--- src/rtl/uart_rx_fifo_pkg.sv ---
// Shared constants for the uart receive buffer: default sizing, io register map
// and the layout of the status register.
`ifndef UART_RX_FIFO_DEPTH
`define UART_RX_FIFO_DEPTH 16
`endif
`ifndef UART_RX_FIFO_THRESH
`define UART_RX_FIFO_THRESH 8
`endif

package uart_rx_fifo_pkg;

  localparam int unsigned UartRxFifoDepth  = `UART_RX_FIFO_DEPTH;
  localparam int unsigned UartRxFifoThresh = `UART_RX_FIFO_THRESH;

  // io addresses of the registers that expose the buffer to the CPU
  localparam logic [7:0] IoAddrRxData   = 8'h20;
  localparam logic [7:0] IoAddrRxStatus = 8'h21;
  localparam logic [7:0] IoAddrRxCount  = 8'h22;

  typedef struct packed {
    logic overflow;
    logic level_hit;
    logic full;
    logic empty;
  } rx_status_t;

endpackage

--- src/rtl/uart_rx_fifo.sv ---
// Receive byte buffer between the uart receiver and io: first-word-fall-through,
// fill count, programmable level flag and sticky overflow.
module uart_rx_fifo
  import uart_rx_fifo_pkg::*;
#(
  parameter int unsigned DEPTH  = UartRxFifoDepth,
  parameter int unsigned THRESH = UartRxFifoThresh
) (
  input  logic                       clk,
  input  logic                       rst_n,
  input  logic [7:0]                 rx_data,
  input  logic                       rx_done,
  input  logic                       pop,
  input  logic                       flush,
  input  logic                       clr_ovf,
  output logic [7:0]                 dout,
  output logic                       empty,
  output logic                       full,
  output logic [$clog2(DEPTH):0]     count,
  output logic                       level_hit,
  output logic                       overflow
);

  localparam int unsigned AW = $clog2(DEPTH);
  localparam logic [AW:0] FullCnt   = (AW+1)'(DEPTH);
  localparam logic [AW:0] ThreshCnt = (AW+1)'(THRESH);

  logic [7:0]    mem_q [DEPTH];
  logic [AW-1:0] wr_ptr_q, wr_ptr_d;
  logic [AW-1:0] rd_ptr_q, rd_ptr_d;
  logic [AW:0]   count_q, count_d;
  logic          overflow_q, overflow_d;
  logic          do_push, do_pop, drop;

  assign empty     = (count_q == '0);
  assign full      = (count_q == FullCnt);
  assign count     = count_q;
  assign level_hit = (count_q >= ThreshCnt);
  assign overflow  = overflow_q;
  assign dout      = empty ? 8'h00 : mem_q[rd_ptr_q];

  // A pop on a full buffer frees the slot the simultaneous push needs.
  assign do_pop  = pop && !empty && !flush;
  assign do_push = rx_done && (!full || do_pop) && !flush;
  assign drop    = rx_done && full && !do_pop && !flush;

  always_comb begin
    wr_ptr_d   = wr_ptr_q;
    rd_ptr_d   = rd_ptr_q;
    count_d    = count_q;
    overflow_d = drop | (overflow_q & ~clr_ovf);
    if (flush) begin
      wr_ptr_d = '0;
      rd_ptr_d = '0;
      count_d  = '0;
    end else begin
      if (do_push) wr_ptr_d = wr_ptr_q + AW'(1);
      if (do_pop)  rd_ptr_d = rd_ptr_q + AW'(1);
      unique case ({do_push, do_pop})
        2'b10:   count_d = count_q + (AW+1)'(1);
        2'b01:   count_d = count_q - (AW+1)'(1);
        default: count_d = count_q;
      endcase
    end
  end

  always_ff @(posedge clk or negedge rst_n) begin
    if (!rst_n) begin
      wr_ptr_q   <= '0;
      rd_ptr_q   <= '0;
      count_q    <= '0;
      overflow_q <= 1'b0;
    end else begin
      wr_ptr_q   <= wr_ptr_d;
      rd_ptr_q   <= rd_ptr_d;
      count_q    <= count_d;
      overflow_q <= overflow_d;
    end
  end

  // Storage needs no reset; dout is masked while empty.
  always_ff @(posedge clk) begin
    if (do_push) mem_q[wr_ptr_q] <= rx_data;
  end

endmodule

--- config.mk ---
export PLATFORM = sky130hd
export DESIGN_NAME = uart_rx_fifo
export DESIGN_NICKNAME = d
export VERILOG_FILES = /design/src/rtl/uart_rx_fifo_pkg.sv /design/src/rtl/uart_rx_fifo.sv
export SDC_FILE = /design/constraint.sdc
export NUM_CORES = 1
export LEC_CHECK = 0
export BUFFER_PORTS_ARGS = -buffer_cell sky130_fd_sc_hd__buf_2
export CAP_MARGIN = 20
export CORE_MARGIN = 1
export CORE_UTILIZATION = 45
export CTS_CLUSTER_DIAMETER = 150
export DETAILED_ROUTE_END_ITERATION = 7
export PLACE_DENSITY = 0.62
export SLEW_MARGIN = 5
export SYNTH_ARGS = -nofsm -noshare
export SYNTH_HDL_FRONTEND = slang
export SYNTH_SLANG_ARGS = --single-unit
--- constraint.sdc ---
create_clock -name clk -period 5 [get_ports clk]
set_clock_uncertainty 0.15 [all_clocks]
set_input_delay 0.5 -clock clk [delete_from_list [all_inputs] [get_ports clk]]
set_output_delay 0.5 -clock clk [all_outputs]
set_load 0.05 [all_outputs]
# Word level (Yosys, flattened, before mapping)
# Memory sizes are Yosys's and may differ from the RTL's.
# Cells that the tools add are included.
# Widths: inputs -> output; s select.
[classes]
n_reduce_logical = 16
n_lt_le_gt_ge = 1
add_sub_neg = 4
muxes = 9
bitwise = 3
n_eq_ne = 3
[ops]
columns = ["cell", "count"]
rows = [
  ["$mux 4", 4],
  ["$pmux 5 s2", 1],
  ["$add 4x1->4 const B", 2],
  ["$mux 8", 1],
  ["$logic_and 1x1->1", 7],
  ["$add 5x1->5 const B", 1],
  ["$eq 5x5->1 const B", 1],
  ["$ge 5x4->1 const B", 1],
  ["$logic_not 5->1", 1],
  ["$mux 5", 1],
  ["$sub 5x1->5 const B", 1],
  ["$logic_not 1->1", 4],
  ["$reduce_bool 2->1", 2],
  ["$reduce_bool 3->1", 1],
  ["$eq 2x1->1 const B", 1],
  ["$eq 2x2->1 const B", 1],
  ["$mux 1", 2],
  ["$and 1x1->1", 1],
  ["$logic_or 1x1->1", 1],
  ["$not 1->1", 1],
  ["$or 1x1->1", 1],
]
[totals]
word_cells = 41
out_inout_bits = 17
inputBits = 14
reg_bits = 14
ramBits = 128
mem_count = 1
[memory_table]
columns = ["name", "words", "width", "rd", "rd_ports_with_merged_regs", "write_ports", "line", "rtl"]
rows = [
  ["mem_q", 16, 8, 1, 0, 1, "uart_rx_fifo.sv:28", "logic [7:0] mem_q [DEPTH];"],
]

# Depth between registers and ports, before layout
# Gate-level depths: netlist of run 1.
[logic_depth]
ltp_word = 10
mapped_depth = 9
mapped_depth_nobuf = 8

# Worst setup path before layout of run 1
# No wires, ideal clock.
[synth_path]
path_kind = "register to output"
from = "register count_q[2] (netlist: count[2])"
to = "output port dout[0]"
arrival_ns = 2.819
required_time_ns = 4.350
setup_slack_ns = 1.531
path_stages_with_launch = 8
n_path_buf = 3
cell_sequence = "dfrtp_1 -> buf_6 -> or4_4 -> buf_6 -> nor2_1 -> or2_2 -> buf_2 -> o22ai_1"
[synth_between]
elab_chain_len = 2
[synth_rtl]
columns = ["item", "line", "rtl"]
rows = [
  ["from (decl)", "uart_rx_fifo.sv:31", "logic [AW:0] count_q, count_d;"],
  ["from (signal assigned)", "uart_rx_fifo.sv:76", "count_q <= count_d;"],
  ["$logic_not 5->1", "uart_rx_fifo.sv:35", "assign empty = (count_q == '0);"],
  ["net empty", "uart_rx_fifo.sv:17", "output logic empty,"],
  ["$mux 8", "uart_rx_fifo.sv:40", "assign dout = empty ? 8'h00 : mem_q[rd_ptr_q];"],
  ["to (decl)", "uart_rx_fifo.sv:16", "output logic [7:0] dout,"],
]
# The timed path passes the listed nets, and every way through them passes these cells.

# Worst setup path in the final report of run 1
[layout_path]
from = "register count_q[2] (netlist: count[2])"
to = "output port dout[6]"
[layout_between]
elab_chain_len = 2
[layout_rtl]
columns = ["item", "line"]
rows = [
  ["$logic_not 5->1", "uart_rx_fifo.sv:35"],
  ["$mux 8", "uart_rx_fifo.sv:40"],
]
# No other way between the ends.

==> out/qor.yml, run 1 <==
run_status:
  status: "finished clean"
logic_synthesis:
  synth-xor-area-share_pct: 0.8745
  synth_simple_gate_area_share_pct: 5.830
  synthArstFlopShare_pct: 9.859
  yosysUniqueCellTypes: 53
  dominantRegCellSynth: "edfxtp_1"
  synthMuxAreaShare_pct: 15.53
  avgSynthCellArea_um2: 17.89
  synth_top_family_by_area: "multiplexers"
  synthAdderAreaFrac_pct: 1.457
  synth_cells: 336
  synth_compound_area_share_pct: 4.497
  synth_seq_cells: 142
  syn_area_um2: 6010
  ys_warn_count: 0
  ys_seq_area_share_pct: 69.79
  synth-edff-count: 128
  synth_nets: 357
routing:
  viasPerCell: 5.616
  drt-pass1-iter-count: 4
  drtIter0Drc: 340
  detail-route-antenna-nets: 0
  wl_per_cell_um: 21.44
  vias: 3111
  drc: 0
  wirelength_um: 11880
critical_path:
  start_kind: "flop"
  critPathKind: "flop to output port"
  cp.arrival_ns: 2.75
  crit_required_ns: 4.35
  critPathMaxFanout: 11
  worst_setup_path_end_kind: "output port"
sta:
  timing.fmax_mhz: 294.4
  whs_ns: 0.2090
  period_share_pct: 67.94
  final_max_slew_viol_count: 0
  setup_viol: 0
  hold_viol: 0
  period_minus_slack_ns: 3.397
  layout_setup_ws_ns: 1.603
  rsz0062_at_grt: "no"
  tightest_slew_ns: 1.113
  tns_ns: 0
  relSlewSlack_pct: 25.50
clocking:
  cts_tree: "yes"
  cts_resized: 0
  clockRootBuffer: "clkbuf_16"
  clk_latency_ns: 0.41
  cts.sinks: 142
  clockBufferDepth: 2
  post_cts_buffers: 0
  postCtsHoldBufs: 1
  numCtsBuffers: 17
  htreeDepth: 4
  path_clk_slew_ns: 0.06
final_layout:
  area_growth_pct: 16.49
  drive_above_1_share_pct: 29.40
  layoutNonFillerInstCount: 554
  nets: 389
die:
  initial_core_util_pct: 46.86
  die_area_um2: 13820
  fp.dieH_um: 117.6
  die_w_um: 117.6
  io_pins: 31
  rows: 41
  core-area_um2: 12820
grt:
  grt_pass1_vias: 3069
  grt_pass1_wl_um: 18230
  overflow: 0
  track_usage_pct: 18.52
  grt_max_degree: 32
  antenna_found_initial: 1
power_and_ir_drop:
  p_clk_share_pct: 35.1
  power_mw: 3.825
  switching_share_pct: 33.35
  combPwrFrac_pct: 27.8
  pwr-share-seq_pct: 37.1
  power_density_nw_per_um2: 546.4
  total_leakage_power_nw: 2.327
  p_sw_mw: 1.276
  p_int_mw: 2.549
  peakVddDrop_uv: 253.5
placed_design:
  place_ws_ns: 1.855
  hpwl_um: 7372
  dp.cells: 518
  port_buffers: 30
  gp_congestion: 0.8535
hold_path:
  hold_path_class: "primary input to flop"
run:
  maxCapViolations: 0
cell type report:
class,instances,area (um^2)
Clock inverter,14,206.4
Sequential cell,142,4195
Multi-Input combinational cell,168,1714
Tap cell,172,215.2
Fill cell,1034,5824
Inverter,4,15.01
Timing Repair Buffer,35,222.7
Antenna cell,1,2.502
Clock buffer,18,429.2
power groups by stage:
| stage | Combinational (mW) | Clock (mW) | Sequential [mW] |
|---|---|---|---|
| finish | 1.06 | 1.34 | 1.42 |
| global route | 1.13 | 1.41 | 1.43 |
| CTS | 1.01 | 1.36 | 1.46 |
| detailed placement | 1.00 | 0 | 1.49 |
| global placement | 0.999 | 0 | 1.48 |
| floorplan | 0.824 | 0 | 1.45 |
cell usage after synthesis (4+ instances only):
library cell	n	area (um^2)
clkbuf_1	12	45.04
nand2_1	10	37.54
buf_2	7	35.03
a21oi_1	4	20.02
o22ai_1	8	50.05
mux2i_1	19	190.2
nor2b_1	5	31.28
nor3_1	7	35.03
mux4_2	32	720.7
ha_1	7	87.58
xor2_1	5	43.79
inv_1	4	15.01
dfrtp_1	14	350.3
edfxtp_1	128	3844
nor2_1	23	86.33
metal layers:
| layer | vias to the layer above | wire [um] | global-route usage (%) |
|---|---|---|---|
| li1 | 1421 | - | - |
| met1 | 1592 | 5627 | 26.50 |
| met2 | 82 | 5480 | 27.18 |
| met3 | 16 | 566 | 4.845 |
| met4 | 0 | 199 | 7.212 |
| met5 | - | 0 | 0 |
flip-flops by register name (all words and copies together) (netlist names):
register  cells
overflow      1
wr_ptr_q      4
mem_q       128
count         5
rd_ptr_q      4
cells in the final DEF, fill, tap and decap left out, types with 4 or more instances in the layout:
cell type,instances
a21oi_1,4
buf_2,30
bufinv_16,4
clkbuf_16,17
dfrtp_1,13
edfxtp_1,128
ha_1,7
inv_1,4
inv_6,4
mux2i_1,19
mux4_2,32
nand2_1,10
nor2_1,23
nor2b_1,5
nor3_2,4
o22ai_1,8
xor2_1,5
critical path: stages, from the launching register on:
cell	delay, ns
dfrtp_1	0.51
or4_4	0.64
o21ai_1	0.69
o22ai_1	0.22
buf_2	0.27
through the flow:
stage | utilization (%) | area (um^2)
3_3_place_gp | 49.16 | 6305
4_1_cts | 54.20 | 6950
3_5_place_dp | 49.16 | 6305
6_report | 54.59 | 7000
5_1_grt | 54.57 | 6998
2_1_floorplan | - | 6010
worst paths after layout:
| check | endpoint | from | slack [ns] | cells past startpoint |
|---|---|---|---|---|
| max | dout[6] | count[2]$_DFFE_PN0P_ | 1.60 | 4 |
| min | overflow$_DFF_PN0_ | clr_ovf | 0.21 | 3 |
| max reg2reg | count[2]$_DFFE_PN0P_ | count[2]$_DFFE_PN0P_ | 2.23 | 8 |
| min reg2reg | overflow$_DFF_PN0_ | overflow$_DFF_PN0_ | 0.38 | 2 |
| max in group asynchronous | rd_ptr_q[0]$_DFFE_PN0P_ | rst_n | 4.05 | 2 |
| min in group asynchronous | count[1]$_DFFE_PN0P_ | rst_n | 0.37 | 2 |
cell families after synthesis:
kind of cell	after synthesis
and+or+nand+nor	67
DFF	142
adders and majority gates	7
xor gates and xnor gates	6
buffers and inverters	26
muxes	53
AOI/OAI and AO/OA	35
Power figures use the tool's default switching activity.
==> run 2: changes to the inputs <==
--- a/config.mk
+++ b/config.mk
@@ -5,13 +5,14 @@
 export SDC_FILE = /design/constraint.sdc
 export NUM_CORES = 1
 export LEC_CHECK = 0
+export ABC_AREA = 1
 export BUFFER_PORTS_ARGS = -buffer_cell sky130_fd_sc_hd__buf_2
 export CAP_MARGIN = 20
 export CORE_MARGIN = 1
 export CORE_UTILIZATION = 45
 export CTS_CLUSTER_DIAMETER = 150
 export DETAILED_ROUTE_END_ITERATION = 7
-export PLACE_DENSITY = 0.62
+export PLACE_DENSITY = 0.64
 export SLEW_MARGIN = 5
 export SYNTH_ARGS = -nofsm -noshare
 export SYNTH_HDL_FRONTEND = slang
==> constraint.sdc (replaced) <==
create_clock -name clk -period 2.76 [get_ports clk]
set_clock_uncertainty 0.15 [all_clocks]
set_input_delay 0.276 -clock clk [delete_from_list [all_inputs] [get_ports clk]]
set_output_delay 0.276 -clock clk [all_outputs]
set_load 0.05 [all_outputs]
==> out/qor.yml, run 2 <==
grt:
  overflow: 0
  antenna_found_initial: 0
  grt_pass1_wl_um: 21570
  track_usage_pct: 21.09
  grt_max_degree: 45
  grt_pass1_vias: 3917
power_and_ir_drop:
  peakVddDrop_uv: 728.0
  switching_share_pct: 33.71
  power_mw: 6.453
  total_leakage_power_nw: 2.661
  combPwrFrac_pct: 27.7
  pwr-share-seq_pct: 38.9
  p_sw_mw: 2.176
  p_clk_share_pct: 33.4
  p_int_mw: 4.278
  power_density_nw_per_um2: 906.3
sta:
  final_max_slew_viol_count: 0
  rsz0062_at_grt: "no"
  period_share_pct: 97.65
  tns_ns: 0
  relSlewSlack_pct: 60.84
  whs_ns: 0.04613
  layout_setup_ws_ns: 0.06495
  setup_viol: 0
  hold_viol: 0
  timing.fmax_mhz: 371.1
  tightest_slew_ns: 0.5867
  period_minus_slack_ns: 2.695
final_layout:
  nFillCells: 1091
  drive_above_1_share_pct: 20.25
  postLayoutCoreUtil_pct: 55.52
  nets: 561
  area_growth_pct: 18.05
  final_cell_mix: "128 x edfxtp_1, 98 x nand2_1, 44 x nor2_1"
  largest-register: "mem_q"
  fin_area_um2: 7121
  layoutNonFillerInstCount: 725
  largest_register_ffs: 128
  layout_commonest_cell: "edfxtp_1"
  num_antenna_cells: 0
critical_path:
  critPathKind: "flop to output port"
  path_buf_inv: 2
  max_stage_delay_ns: 0.62
  critPathMaxFanout: 16
  crit_required_ns: 2.33
  worst-path-stages: 6
  start_kind: "flop"
  worst_setup_path_end_kind: "output port"
  cp_cell_sequence: "nand2_1, buf_4, a21oi_1, nor3_1, a211oi_1, buf_2"
  cp.arrival_ns: 2.27
  worst_path_max_delay_cell: "dfrtp_1"
  path_delay_family: "flip-flops"
  ff2ff_path_depth: 11
clocking:
  htreeDepth: 4
  cts_tree: "yes"
  cts.sinks: 142
  clockRootBuffer: "clkbuf_16"
  path_clk_slew_ns: 0.05
  clockBufferDepth: 2
  numCtsBuffers: 17
  clk_latency_ns: 0.42
logic_synthesis:
  synth_compound_area_share_pct: 11.06
  ys_warn_count: 0
  synth_simple_gate_area_share_pct: 13.01
  dominantRegCellSynth: "edfxtp_1"
  yosys-top-cells-area: "edfxtp_1 64%, nand2_1 6.1%, dfrtp_1 5.8%"
  synth_top_family_by_area: "simple AND/OR/NAND/NOR gates"
  synth_nets: 506
  syn_area_um2: 6032
  synthMuxAreaShare_pct: 1.328
  synth.largest_area_cell: "edfxtp_1"
  yosysMostFrequentCell: "edfxtp_1"
  yosys-top-cells-count: "128 x edfxtp_1, 98 x nand2_1, 44 x nor2_1"
  synth-edff-count: 128
  ys_seq_area_share_pct: 69.53
  yosysUniqueCellTypes: 41
  yosysTopAreaCellShare_pct: 63.72
  avgSynthCellArea_um2: 12.44
  synthArstFlopShare_pct: 9.859
  synthAdderAreaFrac_pct: 1.452
  synth-xor-area-share_pct: 0.2904
  synth_cells: 485
  synth_seq_cells: 142
die:
  core-area_um2: 12820
  die_w_um: 117.8
  fp.dieH_um: 117.8
  io_pins: 31
  rows: 41
  initial_core_util_pct: 47.03
  die_area_um2: 13870
placed_design:
  placed_area_um2: 6492
  dp.cells: 690
  port_buffers: 30
  hpwl_um: 9173
  gp_congestion: 0.8335
  place_ws_ns: 0.4246
routing:
  wirelength_um: 13920
  drtIter0Drc: 471
  drt-pass1-iter-count: 5
  detail-route-antenna-nets: 0
  vias: 4029
  drc: 0
  wl_per_cell_um: 19.19
  viasPerCell: 5.557
run_status:
  status: "finished clean"
run:
  maxCapViolations: 0
hold_path:
  hold_path_class: "primary input to flop"
  holdPathStages: 3
## run 2: changes by cell type in the layout (fill, tap and decap cells not counted), sizes merged, moves of 7 or more
| cell | previous run | this run |
|---|---|---|
| nor2 | 23 | 48 |
| nand2 | 10 | 102 |
| inv | 10 | 20 |
| a221oi | 0 | 8 |
| a21oi | 4 | 38 |
| nand3 | 3 | 13 |
| o21ai | 6 | 24 |
| a211oi | 1 | 8 |
| buf | 34 | 51 |
| mux2i | 19 | 8 |
| mux4 | 32 | 0 |
| o221ai | 0 | 8 |
## run 2: worst paths after layout
| path | start | endpoint | slack [ns] |
|---|---|---|---|
| setup / recovery | rd_ptr_q[2]$_DFFE_PN0P_ | dout[3] | 0.06 |
| hold / removal | flush | wr_ptr_q[2]$_DFFE_PN0P_ | 0.05 |
| setup reg to reg | count[0]$_DFFE_PN0P_ | mem_q[13][7]$_DFFE_PP_ | 0.53 |
| hold reg to reg | rd_ptr_q[3]$_DFFE_PN0P_ | rd_ptr_q[3]$_DFFE_PN0P_ | 0.33 |
| max in group asynchronous | rst_n | rd_ptr_q[0]$_DFFE_PN0P_ | 2.02 |
| min in group asynchronous | rst_n | count[0]$_DFFE_PN0P_ | 0.15 |
## run 2: layout make-up
cell class	instances	area [um^2]	area share, %
clock inverters	11	118.9	1.669
flip-flops and latches	142	4197	58.94
multi-input cells	299	1658	23.28
well taps	172	215.2	3.022
repair buffers	57	401.6	5.640
clock buffers	21	440.4	6.185
inverters	23	90.09	1.265
## run 2: worst reg2reg max path, delay by kind of cell (launching register included)
| kind | cells | cell delay, ns |
|---|---|---|
| flip-flops | 1 | 0.45 |
| buffers and inverters | 3 | 0.40 |
| AND/OR/NAND/NOR | 8 | 0.90 |
## run 2: repair_timing
| action | 4_1_cts | 5_1_grt |
|---|---|---|
| hold buffers | 3 | 0 |
| hold endpoints to repair | 15 | 0 |
| gates resized for setup | 1 | 12 |
| setup endpoints to repair | 2 | 7 |
| setup buffers | 0 | 0 |
## run 2: cell families (layout without fill, tap and decap cells)
group / after synthesis / count (layout)
simple gates: 176 / 176
flops: 142 / 142
compound gates: 106 / 106
buf+inv: 44 / 112
mux: 8 / 8
fa+ha+maj: 7 / 7
xor+xnor: 2 / 2
## run 2: routing by layer
metal  GRT usage, %  up-vias  wire length [um]
li1               -     1875                 -
met1          28.79     1940              6013
met3          5.087       31               979
met4          10.90        0               432
met2          31.32      183              6490
met5              0        -                 0
## run 2: power groups by stage
stage	combinational, mW	clock (mW)	sequential, mW
floorplan	1.22	0	2.58
global placement	1.72	0	2.55
detailed placement	1.73	0	2.55
CTS	1.74	2.18	2.51
global route	1.92	2.27	2.52
finish	1.79	2.16	2.51
